File: src/rtl/inst_enc.sv
// -----------------------------------------------------------------------------
// inst_enc -- RV32I instruction encoder.
//
// Accepts one encode request at a time (format, opcode, function fields,
// register indices, byte-valued immediate) and emits the encoded 32-bit
// instruction word(s) through a valid/ready output port. The LI pseudo
// expands into ADDI, or LUI (+ ADDI when the low 12 bits are non-zero).
// Requests whose immediate does not fit the selected format are consumed,
// produce no word, and raise a one-cycle err_range pulse.
//
// Ports
//   clk        in   clock, rising edge
//   rst_n      in   asynchronous active-low reset
//   req_valid  in   request present
//   req_ready  out  request accepted this cycle (IDLE, nothing pending)
//   req_fmt    in   0=R 1=I 2=I-shift 3=S 4=B 5=U 6=J 7=LI
//   req_opcode in   opcode (ignored for LI)
//   req_funct3 in   funct3
//   req_funct7 in   funct7 (R and I-shift only)
//   req_rd     in   destination register
//   req_rs1    in   source register 1
//   req_rs2    in   source register 2
//   req_imm    in   immediate, byte value (B/J are byte offsets)
//   inst_valid out  inst_out holds an encoded word
//   inst_ready in   consumer takes inst_out this cycle
//   inst_out   out  encoded instruction word
//   inst_last  out  final word of the current request
//   err_range  out  one-cycle pulse: last accepted request out of range
// -----------------------------------------------------------------------------
module inst_enc (
    input  logic        clk,
    input  logic        rst_n,
    input  logic        req_valid,
    output logic        req_ready,
    input  logic [2:0]  req_fmt,
    input  logic [6:0]  req_opcode,
    input  logic [2:0]  req_funct3,
    input  logic [6:0]  req_funct7,
    input  logic [4:0]  req_rd,
    input  logic [4:0]  req_rs1,
    input  logic [4:0]  req_rs2,
    input  logic [31:0] req_imm,
    output logic        inst_valid,
    input  logic        inst_ready,
    output logic [31:0] inst_out,
    output logic        inst_last,
    output logic        err_range
);

    typedef enum logic [1:0] {IDLE, OUT1, OUT2} state_t;

    localparam logic [6:0] OPC_OP_IMM = 7'b0010011;
    localparam logic [6:0] OPC_LUI    = 7'b0110111;

    state_t      state_q;
    logic        ready_q;
    logic        valid_q;
    logic [31:0] out_q;
    logic        last_q;
    logic        err_q;
    logic [31:0] addi_q;   // second LI word, parked until the LUI transfers

    logic [31:0] word1_d;
    logic [31:0] word2_d;
    logic        last1_d;
    logic        ok_d;

    logic        fits12;
    logic [31:0] li_sum;

    // Signed 12-bit fit: every bit above bit 11 is a copy of bit 11.
    assign fits12 = (req_imm[31:11] == {21{req_imm[11]}});
    // Rounding the upper part up compensates for ADDI sign-extending lo.
    assign li_sum = req_imm + 32'h0000_0800;

    always_comb begin
        word1_d = '0;
        word2_d = '0;
        last1_d = 1'b1;
        ok_d    = 1'b1;
        case (req_fmt)
            3'd0: word1_d = {req_funct7, req_rs2, req_rs1, req_funct3, req_rd, req_opcode};
            3'd1: begin
                word1_d = {req_imm[11:0], req_rs1, req_funct3, req_rd, req_opcode};
                ok_d    = fits12;
            end
            3'd2: begin
                word1_d = {req_funct7, req_imm[4:0], req_rs1, req_funct3, req_rd, req_opcode};
                ok_d    = (req_imm[31:5] == '0);
            end
            3'd3: begin
                word1_d = {req_imm[11:5], req_rs2, req_rs1, req_funct3, req_imm[4:0], req_opcode};
                ok_d    = fits12;
            end
            3'd4: begin
                word1_d = {req_imm[12], req_imm[10:5], req_rs2, req_rs1, req_funct3,
                           req_imm[4:1], req_imm[11], req_opcode};
                ok_d    = (req_imm[31:12] == {20{req_imm[12]}}) && !req_imm[0];
            end
            3'd5: begin
                word1_d = {req_imm[31:12], req_rd, req_opcode};
                ok_d    = (req_imm[11:0] == '0);
            end
            3'd6: begin
                word1_d = {req_imm[20], req_imm[10:1], req_imm[11], req_imm[19:12],
                           req_rd, req_opcode};
                ok_d    = (req_imm[31:20] == {12{req_imm[20]}}) && !req_imm[0];
            end
            default: begin
                // LI: ADDI rd,x0,imm when it fits, else LUI rd,hi [+ ADDI rd,rd,lo]
                if (fits12) begin
                    word1_d = {req_imm[11:0], 5'd0, 3'b000, req_rd, OPC_OP_IMM};
                end else begin
                    word1_d = {li_sum[31:12], req_rd, OPC_LUI};
                    if (req_imm[11:0] != '0) begin
                        last1_d = 1'b0;
                        word2_d = {req_imm[11:0], req_rd, 3'b000, req_rd, OPC_OP_IMM};
                    end
                end
            end
        endcase
    end

    always_ff @(posedge clk or negedge rst_n) begin
        if (!rst_n) begin
            state_q <= IDLE;
            ready_q <= 1'b0;
            valid_q <= 1'b0;
            out_q   <= '0;
            last_q  <= 1'b0;
            err_q   <= 1'b0;
            addi_q  <= '0;
        end else begin
            err_q <= 1'b0;
            case (state_q)
                IDLE: begin
                    if (req_valid && ready_q) begin
                        if (ok_d) begin
                            state_q <= OUT1;
                            ready_q <= 1'b0;
                            valid_q <= 1'b1;
                            out_q   <= word1_d;
                            last_q  <= last1_d;
                            addi_q  <= word2_d;
                        end else begin
                            err_q   <= 1'b1;
                        end
                    end else begin
                        // Also raises ready on the first edge out of reset.
                        ready_q <= 1'b1;
                    end
                end
                OUT1: begin
                    if (valid_q && inst_ready) begin
                        if (last_q) begin
                            state_q <= IDLE;
                            valid_q <= 1'b0;
                            ready_q <= 1'b1;
                        end else begin
                            state_q <= OUT2;
                            out_q   <= addi_q;
                            last_q  <= 1'b1;
                        end
                    end
                end
                OUT2: begin
                    if (valid_q && inst_ready) begin
                        state_q <= IDLE;
                        valid_q <= 1'b0;
                        ready_q <= 1'b1;
                    end
                end
                default: begin
                    state_q <= IDLE;
                    valid_q <= 1'b0;
                    ready_q <= 1'b0;
                end
            endcase
        end
    end

    assign req_ready  = ready_q;
    assign inst_valid = valid_q;
    assign inst_out   = out_q;
    assign inst_last  = last_q;
    assign err_range  = err_q;

endmodule

File: config.mk
export PLATFORM = sky130hd
export DESIGN_NAME = inst_enc
export DESIGN_NICKNAME = d
export VERILOG_FILES = /design/src/rtl/inst_enc.sv
export SDC_FILE = /design/constraint.sdc
export NUM_CORES = 1
export LEC_CHECK = 0
export CORE_ASPECT_RATIO = 2
export CORE_UTILIZATION = 40
export CTS_BUF_LIST = sky130_fd_sc_hd__clkbuf_8
export DETAILED_ROUTE_END_ITERATION = 10
export PLACE_DENSITY = 0.68
export SYNTH_ARGS = -nofsm -noshare
export SYNTH_HDL_FRONTEND = slang
export SYNTH_SLANG_ARGS = --single-unit
File: constraint.sdc
create_clock -name clk -period 2.9 [get_ports clk]
set_input_delay 0.58 -clock clk [delete_from_list [all_inputs] [get_ports clk]]
set_output_delay 0.58 -clock clk [all_outputs]
set_load 0.01 [all_outputs]
Word level (Yosys, flattened, before mapping)
Cells that the tools add are included.
- flip-flop bits (word level): 70
- input port bits: 71
- output and inout port bits: 36
- logic and storage cells: 83
- add/sub/neg operators: 1
- equality and inequality tests: 18
- multiplexer cells: 38
- reduce and logical (&&, ||, !) cells: 19
- operators with widths (operator ; number):
    $mux 32 ; 8
    $pmux 32 s7 ; 1
    $pmux 32 s2 ; 1
    $add 32x12->32 const B ; 1
    $logic_not 27->1 ; 1
    $eq 20x20->1 ; 1
    $eq 19x19->1 ; 1
    $mux 1 ; 18
    $logic_not 12->1 ; 1
    $ne 2x2->1 const B ; 6
    $reduce_and 4->1 ; 3
    $reduce_bool 12->1 ; 1
    $eq 11x11->1 ; 1
    $mux 2 ; 5
    $reduce_and 5->1 ; 2
    $eq 3x3->1 const B ; 3
    $reduce_or 7->1 ; 1
    $eq 3x2->1 const B ; 2
    $pmux 1 s3 ; 2
    $pmux 2 s3 ; 1
    $pmux 1 s5 ; 1
    $logic_and 1x1->1 ; 4
    $eq 3x1->1 const B ; 1
    $logic_not 3->1 ; 1
    other kinds (9) ; 9

Longest topological paths before layout
Gate-level depths: netlist (run 1).
- depth in word-level cells: 7
- depth in mapped cells: 10
- gate-level depth less buffers: 8

Worst setup path after synthesis (run 1)
OpenSTA, ideal clock, no wires.
- path type: input-to-reg
- start: input port req_imm[20]
- end: register out_q[16], in the netlist inst_out[16]
- arrival time: 3.221 ns
- required time: 2.775 ns
- path slack: -0.446 ns
- stages: 9
- cells stage by stage: buf_2 > or4_1 > or4_1 > a2111oi_2 > o22a_2 > nor2_2 > a211oi_4 > buf_6 > mux2_2
- word-level cells in the longest chain between the ends: 6
- elaborated cells between the ends (all ways): 14
- those cells by class: 4 x eq/ne; 6 x mux; 4 x reduce/logical
- RTL lines (item ; RTL line ; text):
    start: declaration ; 42 ; input logic [31:0] req_imm,
    $eq 20x20->1 ; 72 ; assign fits12 = (req_imm[31:11] == {21{req_imm[11]}});
    $mux 32 ; 111 ; if (fits12) begin
    $pmux 32 s7 ; 81 ; case (req_fmt)
    $mux 32 ; 138 ; if (ok_d) begin
    $mux 32 ; 137 ; if (req_valid && ready_q) begin
    $pmux 32 s2 ; 135 ; case (state_q)
    end signal: assignment ; 142 ; out_q <= word1_d;
    end signal: assignment ; 161 ; out_q <= addi_q;
    end: declaration ; 58 ; logic [31:0] out_q;
Several ways; a longest one is shown, not always the timed one. The select of a mux whose other input is x is not followed.
A chain may end at the register's enable or synchronous reset.

Worst setup path in the final report (run 1)
- start: input port req_imm[27]
- end: register out_q[31], in the netlist inst_out[31]
- word-level cells in the longest chain between the ends: 6
- elaborated cells between the ends (all ways): 15
- those cells by class: 1 x add/sub; 4 x eq/ne; 6 x mux; 4 x reduce/logical
- RTL lines (item ; RTL line):
    $add 32x12->32 or $eq 20x20->1 (tied branches) ; 74, 72
    $mux 32 ; 111
    $pmux 32 s7 ; 81
    $mux 32 ; 138
    $mux 32 ; 137
    $pmux 32 s2 ; 135
Several ways; a longest one is shown, not always the timed one. The select of a mux whose other input is x is not followed.

==> out/metrics.cfg, run 1 <==
[cells_and_area]
utilization_pct=65.6
drive_gt1_share_pct=27.8
finalInstanceArea_sq_um=6410
final_nets=739
antenna_cells=0
area_growth_pct=59.0

[worst_setup_path]
endpoint_kind=flop
worstSetupStartpointType=input pin
critPathKind=in2reg
critPathMaxFanout=7
r2r_setup_slack_ns=0.40
r2r_cells=9
reg2reg_from=state_q[1]
arrival_ns=3.26
regToRegEndpoint=inst_out[31]
crit_required_ns=3.11

[sta]
fmax_ghz=0.327
fin_crit_sh_pct=105
fin_worst_skew_ns=0.00923
rsz0062_at_grt=yes
setup_viol=32
worst_slew_pin_slew_ns=0.598
timing_hold_violations_final=0
fin_crit_ns=3.05
fin_ws_ns=-0.154
slew_violations=0
relSlewSlack_pct=60.1

[synthesis]
ys_ff_latch=56
synth-warning-count=0
syn_nets=551
synth_edf_count=0
syn_area_sq_um=4030
ys_seq_area_share_pct=34.8
syn_area_per_cell_sq_um=8.54
ys.flop_type=dfrtp_1
syn_inst=472
synth.distinct_cells=56
async_flop_share_pct=100

[drt]
routedWlPerCell_um=19.6
via_per_inst=5.80
firstDrtPassIters=6
drc_errors=0
wl_um=15600
ant_nets=0
dr_total_vias=4603
first_iter_violations=351

[floorplanning]
die-area_sq_um=10500
num_io_pins=107
num_rows=51
fp.dieH_um=144
core_area_sq_um=9760
initial_core_util_pct=41.3
die_x_um=73.0

[placement]
hpwl_um=11500
dp_slack_ns=-0.775
port_buffers=106
placed_area_sq_um=5900
place_congestion=1.01

[worst_hold_path]
hold_path.class=in2async

[clock_tree]
ctsHoldBuffers=0
cts-root-buf=clkbuf_8
cts_tree=done
cts_buffer_depth=2
worstSkewPairLatency_ns=0.32
cts_buffers=5
clkSinkCount=56
path_clk_slew_ns=0.10
htree_levels=2

[global_route]
gr-total-overflow=0
grt_pass1_vias=4654
antenna_found_initial=0
grt_pass1_wl_um=23800
grt_usage_pct=30.1
grt_max_degree=27

[power]
p_leak_nw=2.77
powerDensity_nw_per_um2=732
vdd_ir_drop_max_uv=632
p_total_mw=4.69

[run_status]
violations=setup timing
status=complete, but fails checks

[job]
drv_cap=0

-- Yosys cell counts (6+ instances only) --
cell / count / area share (%)
ha_1: 8 / 2.5
nand4_1: 10 / 1.6
a21oi_1: 27 / 3.4
nand2b_1: 9 / 1.4
nand3_1: 26 / 3.2
o22ai_1: 7 / 1.1
mux2_1: 24 / 6.7
mux2_2: 7 / 2.0
or4_1: 6 / 1.1
mux2i_1: 7 / 1.7
dfrtp_1: 56 / 35
and3_1: 10 / 1.6
xor2_1: 10 / 2.2
nor2_1: 24 / 2.2
clkbuf_1: 30 / 2.8
nor2b_1: 6 / 0.93
a221o_1: 7 / 1.7
o21ai_0: 34 / 4.2
nand2_1: 52 / 4.8
nor4_1: 8 / 1.2
inv_1: 14 / 1.3
a2bb2oi_1: 9 / 2.0
nor3_1: 11 / 1.4
-- final cells by class --
class	count	area (sq um)
multi-input cells	366	2670
clock buffers	5	68.8
well taps	132	165
fillers	840	3350
flip-flops and latches	56	1400
inverters	14	52.6
clock inverters	3	42.5
repair buffers	217	2010
-- state kept, by name, summed over array words and instances (netlist names) --
name / cells
inst_out: 32
state_q: 2
addi_q: 18
inst_valid: 1
req_ready: 1
inst_last: 1
err_range: 1
-- critical path, stage by stage --
cell       delay, ns
buf_6           0.09
or4_4           0.56
or4_4           0.55
a2111oi_4       0.29
o22a_2          0.21
nor2_4          0.06
a211oi_4        0.28
buf_12          0.18
buf_12          0.14
mux2_4          0.31
-- how the worst max path moves through the flow --
stage | start | end | depth (start not counted)
floorplan | req_imm[20] | inst_out[16] | 9
global placement | req_imm[20] | inst_out[16] | 9
detailed placement | req_imm[20] | inst_out[9] | 9
CTS | req_imm[27] | inst_out[3] | 11
global route | req_imm[27] | inst_out[31] | 10
finish | req_imm[27] | inst_out[31] | 10
-- stage by stage --
stage	hold WS [ns]	TNS [ns]	std cells
floorplan	0.284	-10.94	472
global placement	0.462	-29.70	770
detailed placement	0.472	-32.46	770
CTS	0.262	-6.28	786
global route	0.284	-5.75	793
finish	0.255	-4.08	793
-- power breakdown --
group          switching [mW]  internal [mW]  leakage (nW)  total (mW)
clock                   0.262          0.256        0.0541       0.518
combinational            1.21           1.65          2.01        2.87
sequential              0.213           1.10         0.709        1.31
total                    1.69           3.01          2.77        4.69
-- routing by layer --
layer	wire length, um	track usage (%)	share of wire, %	vias up
met3	680	2.38	4.4	56
li1	-	-	-	2122
met4	808	17.1	5.2	0
met1	5610	31.8	36	2227
met2	8480	56.8	54	198
met5	0	0	0	-
-- what timing repair did --
item | CTS | global route
setup buffers | 5 | 6
pin swaps | 11 | 11
cloned | 3 | 4
resized for setup | 63 | 34
setup endpoints to repair | 52 | 43
-- cell families (layout without fill, tap and decap cells) --
kind of cell	after synthesis	count (layout)	synth area share (%)
compound gates	130	130	22.0
xor+xnor	15	15	3.26
fa+ha+maj	8	8	2.48
buf+inv	50	239	5.25
flops	56	56	34.8
mux	38	38	10.4
simple gates	175	175	21.9
-- placed cells by master (no fill, tap or decap), drive strengths merged, types with 8 or more instances in the layout --
cell           instances
ha                     8
o21ai                 34
nand2                 52
mux2                  31
nor2                  25
inv                   14
nand2b                 9
clkdlybuf4s50         89
nand3                 26
a2bb2oi                9
a21oi                 27
dfrtp                 56
nand4                 10
nor4                   8
nor3                  11
and3                  10
buf                  116
xor2                  10
clkbuf                 8
Note: power is estimated with default switching activity, not from simulation.
==> run 2, diff against run 1 <==
Settings changed: SKIP_CTS_REPAIR_TIMING set to 1.
==> out/metrics.cfg, run 2 (same netlist as run 1, synthesis figures left out) <==
[clock_tree]
path_clk_slew_ns=0.10
htree_levels=2
cts-root-buf=clkbuf_8
cts_tree=done
cts_buffer_depth=2
cts_buffers=5
worstSkewPairLatency_ns=0.32
clkSinkCount=56

[global_route]
grtUsageMet1_pct=30.0
grt_max_degree=27
grt_pass1_wl_um=22600
grt_pass1_vias=4526
gr-total-overflow=0
antenna_found_initial=0
grt_use_met3_pct=2.17
grt_busiest_layer=met2
grtUsageMet2_pct=53.9
grt_usage_pct=28.6

[sta]
setup_viol=32
fmax_ghz=0.321
slew_violations=0
fin_ws_ns=-0.216
whs_ns=0.253
relSlewSlack_pct=60.4
fin_crit_ns=3.12
rsz0062_at_grt=yes
timing_hold_violations_final=0
fin_worst_skew_ns=0.00826
worst_slew_pin_slew_ns=0.593
setup_tns_ns=-5.97
fin_crit_sh_pct=107

[worst_setup_path]
worst-path-buf-inv=3
critPathKind=in2reg
worstSetupStartpointType=input pin
crit_required_ns=3.11
critPathMaxFanout=6
cpMaxStageDelayCell=or4_4
slowest_delay_ns=0.56
worstPathCellList=buf_6, or4_4, or4_4, a2111oi_4, o22a_2, nor2_4, a211oi_4, buf_6, clkbuf_16, mux2_4
arrival_ns=3.32
endpoint_kind=flop
cp_top_family=simple AND/OR/NAND/NOR gates

[floorplanning]
num_io_pins=107
die-area_sq_um=10500
core_area_sq_um=9760
die_x_um=73.0
fp.dieH_um=144
initial_core_util_pct=41.3
num_rows=51

[drt]
firstDrtPassIters=5
first_iter_violations=275
via_per_inst=5.80
drc_errors=0
ant_nets=0
routedWlPerCell_um=19.4
dr_total_vias=4582
wl_um=15300

[run_status]
status=complete, but fails checks
violations=setup timing

[placement]
place_congestion=1.01
hpwl_um=11500
port_buffers=106
placed_area_sq_um=5900

[cells_and_area]
drive_gt1_share_pct=26.1
finalInstanceArea_sq_um=6380
final_cell_mix=buf_4 (94), clkdlybuf4s50_1 (89), dfrtp_1 (56), nand2_1 (51), o21ai_0 (34)
area_growth_pct=58.4
final_nets=736
antenna_cells=0
utilization_pct=65.4
layout_commonest_cell=buf_4
largest_reg_flops=32

[power]
p_leak_nw=2.85
powerDensity_nw_per_um2=720
p_total_mw=4.59
vdd_ir_drop_max_uv=667

[worst_hold_path]
hold_path.class=in2async

[job]
drv_cap=0

==> run 2: per-layer routing <==
metal / up-vias / share of wire, %
met3: 59 / 3.8
li1: 2115 / -
met5: - / 0
met2: 177 / 55
met1: 2231 / 36
met4: 0 / 5.4
==> run 2: worst register-to-register path: stages (launching register included) <==
cell       delay (ns)
dfrtp_1          0.43
inv_1            0.11
ha_1             0.34
inv_1            0.22
nor2_1           0.27
a21oi_1          0.11
a211oi_4         0.18
buf_6            0.19
clkbuf_16        0.18
mux2_4           0.30
==> run 2: where the power goes <==
group / internal (mW) / leakage (nW) / total [mW] / switching, mW
sequential: 1.10 / 0.709 / 1.30 / 0.208
clock: 0.256 / 0.0541 / 0.516 / 0.260
combinational: 1.59 / 2.08 / 2.77 / 1.18
total: 2.95 / 2.85 / 4.59 / 1.65
==> run 2: worst paths after layout <==
path | startpoint | to | slack, ns | cells past startpoint
setup reg to reg | state_q[1] | inst_out[24] | 0.45 | 9
hold / removal | rst_n | inst_out[26] | 0.25 | 1
hold reg to reg | addi_q[20] | addi_q[20] | 0.49 | 2
min in group clk | addi_q[20] | addi_q[20] | 0.49 | 2
setup / recovery | req_imm[28] | inst_out[24] | -0.22 | 10
max in group asynchronous | rst_n | inst_out[15] | 1.96 | 2
==> run 2: stage by stage <==
stage               cells  worst slack, ns
floorplan             472           -0.371
global placement      770           -0.719
detailed placement    770           -0.775
CTS                   778           -0.432
global route          790           -0.237
finish                790           -0.216
==> run 2: area by class of cell <==
class | count | area [sq um]
flip-flops and latches | 56 | 1400
multi-input cells | 366 | 2630
fillers | 839 | 3380
well taps | 132 | 165
clock buffers | 5 | 68.8
inverters | 14 | 52.6
clock inverters | 3 | 42.5
repair buffers | 214 | 2020
